--- src/rtl/imem_fetch_ctrl.sv ---
// imem_fetch_ctrl: byte-serial fetch from a 1-cycle byte memory, valid/ready out.
// Optional misaligned-redirect trap when IMEM_FETCH_ALIGN_CHECK_EN is defined.
module imem_fetch_ctrl #(
  parameter int                ADDR_W   = 10,
  parameter logic [ADDR_W-1:0] RESET_PC = '0
) (
  input  logic              clk,
  input  logic              rst_n,
  input  logic              redirect_valid,
  input  logic [ADDR_W-1:0] redirect_pc,
  output logic [ADDR_W-1:0] mem_addr,
  input  logic [7:0]        mem_rdata,
  output logic              instr_valid,
  input  logic              instr_ready,
  output logic [31:0]       instr,
  output logic [ADDR_W-1:0] instr_pc,
  output logic              fetch_fault
);

  typedef enum logic [1:0] {
    S_FETCH,
    S_HOLD,
    S_FAULT
  } state_t;

  state_t            r_state;
  state_t            w_next;
  logic [ADDR_W-1:0] r_pc;
  logic [2:0]        r_cnt;
  logic [23:0]       r_asm;
  logic [31:0]       r_instr;
  logic [ADDR_W-1:0] r_ipc;
  logic              w_bad;
  logic              w_done;
  logic              w_accept;

`ifdef IMEM_FETCH_ALIGN_CHECK_EN
  assign w_bad = (redirect_pc[1:0] != 2'b00);
`else
  assign w_bad = 1'b0;
`endif

  // r_cnt==4 is the drain cycle: lane 3 arrives on rdata
  assign w_done   = (r_state == S_FETCH) &&
                    (r_cnt == 3'd4);
  assign w_accept = (r_state == S_HOLD) &&
                    instr_ready;

  always_ff @(posedge clk or negedge rst_n) begin
    if (!rst_n) begin
      r_state <= S_FETCH;
    end else begin
      r_state <= w_next;
    end
  end

  always_comb begin
    w_next = r_state;
    unique case (1'b1)
      redirect_valid && w_bad:  w_next = S_FAULT;
      redirect_valid && !w_bad: w_next = S_FETCH;
      !redirect_valid && w_done:   w_next = S_HOLD;
      !redirect_valid && w_accept: w_next = S_FETCH;
      default: ;
    endcase
  end

  always_comb begin
    mem_addr    = r_pc;
    instr_valid = 1'b0;
    fetch_fault = 1'b0;
    unique case (r_state)
      S_FETCH: mem_addr = r_pc + ADDR_W'(r_cnt[1:0]);
      S_HOLD:  instr_valid = 1'b1;
      S_FAULT: fetch_fault = 1'b1;
      default: ;
    endcase
  end

  always_ff @(posedge clk or negedge rst_n) begin
    if (!rst_n) begin
      r_pc    <= RESET_PC;
      r_cnt   <= 3'd0;
      r_asm   <= 24'd0;
      r_instr <= 32'd0;
      r_ipc   <= '0;
    end else if (redirect_valid) begin
      r_pc  <= redirect_pc;
      r_cnt <= 3'd0;
    end else if (r_state == S_FETCH) begin
      case (r_cnt)
        3'd1: r_asm[7:0]   <= mem_rdata;
        3'd2: r_asm[15:8]  <= mem_rdata;
        3'd3: r_asm[23:16] <= mem_rdata;
        default: ;
      endcase
      if (w_done) begin
        r_instr <= {mem_rdata, r_asm};
        r_ipc   <= r_pc;
      end else begin
        r_cnt <= r_cnt + 3'd1;
      end
    end else if (w_accept) begin
      r_pc  <= r_pc + ADDR_W'(3'd4);
      r_cnt <= 3'd0;
    end
  end

  assign instr    = r_instr;
  assign instr_pc = r_ipc;

endmodule

--- config.mk ---
export PLATFORM = sky130hd
export DESIGN_NAME = imem_fetch_ctrl
export DESIGN_NICKNAME = d
export VERILOG_FILES = /design/src/rtl/imem_fetch_ctrl.sv
export SDC_FILE = /design/constraint.sdc
export NUM_CORES = 1
export LEC_CHECK = 0
export CAP_MARGIN = 5
export CORE_MARGIN = 5
export CORE_UTILIZATION = 46
export CTS_CLUSTER_DIAMETER = 30
export DETAILED_ROUTE_END_ITERATION = 6
export PLACE_DENSITY = 0.76
export SETUP_SLACK_MARGIN = 0.5
export SYNTH_ARGS = -nofsm -noshare
export SYNTH_HDL_FRONTEND = slang
export SYNTH_SLANG_ARGS = --single-unit
--- constraint.sdc ---
create_clock -name clk -period 2.1 [get_ports clk]
set_input_delay 0.42 -clock clk [delete_from_list [all_inputs] [get_ports clk]]
set_output_delay 0.42 -clock clk [all_outputs]
set_load 0.005 [all_outputs]
==> run_results.csv <==
group,metric,value,unit
run_status,status,"finished, violations left",
run_status,violations,"negative setup slack",
sta,rsz0062_at_grt,"yes",
critical_path,crit_required,1.68,ns
sta,setup_viol,8,
cts,cts_tree,"built",
critical_path,cp_slowest_cell,"or3b_4",
critical_path,cp-start-kind,"flip-flop",
place,placed_cells,438,
critical_path,path_max_fanout,3,
detailed_routing,drt-met1-wl,3.59,mm
power,ir_drop,658,uV
logic_synthesis,synth.avg_cell_area,13.7,um^2
logic_synthesis,netlist_area,3510,um^2
sta,fin_crit_sh,118,%
detailed_routing,drt_wl_total,8.15,mm
cts,clockBufferDepth,2,
critical_path,slowest_delay,0.42,ns
place,place.gp.congestion,0.805,
sta,period_minus_slack,2.49,ns
finish,drive_gt1_share,44.5,%
die,dieArea,9470,um^2
logic_synthesis,synth.distinct_cells,37,
critical_path,cp-end-kind,"output port",
logic_synthesis,async_reset_ff_share,100,%
place,io_buffers,74,
power,p_per_area,1230,nW/um^2
logic_synthesis,synth_enable_flop_cells,0,
place,pre_cts_slack,-0.472,ns
finish,fin_nets,410,
logic_synthesis,ys_warn_count,0,
logic_synthesis,syn_nets,287,
die,num_io_pins,76,
critical_path,critical_path_class,"flip-flop to output port",
critical_path,crit_buf_inv,2,
die,row_count,31,
detailed_routing,dr.first_iter.drc_count,50,
grt,grt_overflow,0,
die,fp.dieH,97.3,um
detailed_routing,wl_met3,216,um
grt,grt_pass1_wl,13.9,mm
cts,clk_latency,0.36,ns
place,hpwl,5.26,mm
detailed_routing,viasPerCell,5.07,
logic_synthesis,ys_ff_latch,80,
cts,cts_buffers,9,
sta,fin_ws,-0.385,ns
logic_synthesis,ys_seq_area_share,57.1,%
sta,finalSetupTns,-1.71,ns
detailed_routing,top_layer,"met4",
cts,clkSinkCount,80,
detailed_routing,wl_per_cell,16.9,um
cts,path_clk_slew,0.08,ns
finish,area_delta_synth_final,48.9,%
critical_path,crit_chain,"ha_4, inv_2, fa_2, or3b_4, nor2_2, xor2_1, buf_2",
critical_path,critPathTopFamily,"simple AND/OR/NAND/NOR gates",
run,maxCapViolCount,0,
place,placed_cell_area,4540,um^2
min_path,hold_class,"flip-flop to flip-flop",
grt,grt_antenna_before_repair,0,
critical_path,cp.arrival,2.07,ns
finish,num-fill-cells,500,
detailed_routing,drc,0,
detailed_routing,drtAntennaViolNets,0,
cts,htreeDepth,3,
grt,track_usage,18.4,%
sta,hold_viol,0,
die,initial_core_util,47.8,%
logic_synthesis,synthFlopType,"dfrtp_1",
grt,grt_pass1_vias,2687,
die,core_area,7330,um^2
detailed_routing,dr.pass1.iters,4,
finish,instances_no_fill,483,
sta,skew,0.0124,ns
logic_synthesis,syn_inst,256,
grt,grt_max_degree,36,
detailed_routing,vias,2447,
cts,cts-root-buf,"clkbuf_8",
sta,slew_viol_final,0,
finish,num_antenna_cells,0,
die,die_w,97.3,um
detailed_routing,met2_length,4.25,mm
power,p_leak,2.49,nW
sta,fmax,0.402,GHz
finish,finish.instance_area,5220,um^2
## cells by family after synthesis
group / count (synthesis) / share of synthesized area, %
simple gates: 46 / 7.85
buf+inv: 22 / 3.64
flops: 80 / 57.1
fa+ha+maj: 9 / 3.43
xor+xnor: 10 / 2.50
other cells: 1 / 0.107
compound gates: 19 / 3.28
mux: 69 / 22.1
## final timing paths
| path | from | slack (ns) | end | cells past startpoint |
|---|---|---|---|---|
| min reg2reg | instr_pc[6]$_DFFE_PN0P_ | 0.51 | instr_pc[6]$_DFFE_PN0P_ | 1 |
| max | r_pc[0]$_DFFE_PN0P_ | -0.39 | mem_addr[6] | 7 |
| min in group asynchronous | rst_n | 0.54 | r_asm[22]$_DFFE_PN0P_ | 2 |
| max reg2reg | r_cnt[0]$_DFFE_PN0P_ | 0.03 | instr[21]$_DFFE_PN0P_ | 10 |
| max in group asynchronous | rst_n | 0.99 | instr[26]$_DFFE_PN0P_ | 3 |
| min | instr_pc[6]$_DFFE_PN0P_ | 0.51 | instr_pc[6]$_DFFE_PN0P_ | 1 |
## layer usage
layer | up-vias | global-route usage (%)
met5 | - | 0
met4 | 0 | 5.96
met3 | 12 | 4.45
met2 | 41 | 31.1
met1 | 1239 | 23.4
li1 | 1155 | -
## repair_timing
action / in CTS / in global routing
cloned: 5 / 0
buffers inserted: 18 / 5
pin swaps: 14 / 13
endpoints found under the setup margin: 116 / 81
resized for setup: 130 / 7
endpoints found under the hold margin: 24 / 0
hold buffers: 1 / 0
## synth_stat cells (3+ instances only)
cell type | n | area, um^2
buf_6 | 4 | 45.0
o211ai_1 | 4 | 30.0
inv_1 | 8 | 30.0
xor2_1 | 6 | 52.6
a21oi_1 | 4 | 20.0
and2_1 | 3 | 18.8
dfrtp_1 | 80 | 2000
o21ai_0 | 7 | 35.0
ha_1 | 8 | 100
xnor2_1 | 4 | 35.0
mux2_2 | 68 | 766
nand2_1 | 13 | 48.8
nand3_1 | 6 | 30.0
or4_1 | 5 | 37.5
nor2_1 | 5 | 18.8
buf_2 | 5 | 25.0
## sequential cells by signal (all words and copies together) (netlist names)
name and cells:
instr 32, instr_pc 10, r_asm 24, r_cnt 3, r_pc 10, r_state 1
## cells in the final DEF (no fill, tap or decap), drive strengths merged
master	n
dlygate4sd3	1
and2	3
xor2	6
nor2	5
mux2	68
bufinv	2
and3b	2
dfrtp	80
nor4b	1
a21oi	4
or3b	1
o31ai	1
fa	1
clkdlybuf4s50	20
bufbuf	1
nand2	13
or4	5
ha	8
and4bb	1
clkinv	1
a31oi	1
inv	12
nor2b	2
nand3b	1
dlygate4sd2	43
nor3	1
conb	1
or2	1
nand3	6
o211ai	4
nand4	2
clkbuf	9
buf	61
o21ai	7
o2bb2ai	1
xnor2	4
nor3b	2
a21o	1
mux2i	1
## final cells by class
cell class	count	area [um^2]	area share, %
Clock buffer	9	124	2.37
Multi-Input combinational cell	154	1550	29.7
Timing Repair Buffer	126	1280	24.5
Inverter	8	32.5	0.623
Tap cell	99	124	2.37
Sequential cell	80	2000	38.3
Clock inverter	7	106	2.04
## through the flow
step	util [%]	power, mW	hold slack [ns]
final	71.3	6.43	0.506
after global routing	71.3	6.85	0.522
after CTS	70.3	6.43	0.510
after detailed placement	61.9	4.88	0.375
after global placement	61.9	4.79	0.376
after floorplan	-	3.57	0.124
## power breakdown
part           total, mW  internal [mW]  switching, mW
Clock               1.32          0.693          0.626
Combinational       2.59           1.69          0.900
Sequential          2.52           2.18          0.347
No activity file was read; power rests on OpenSTA's default activity.
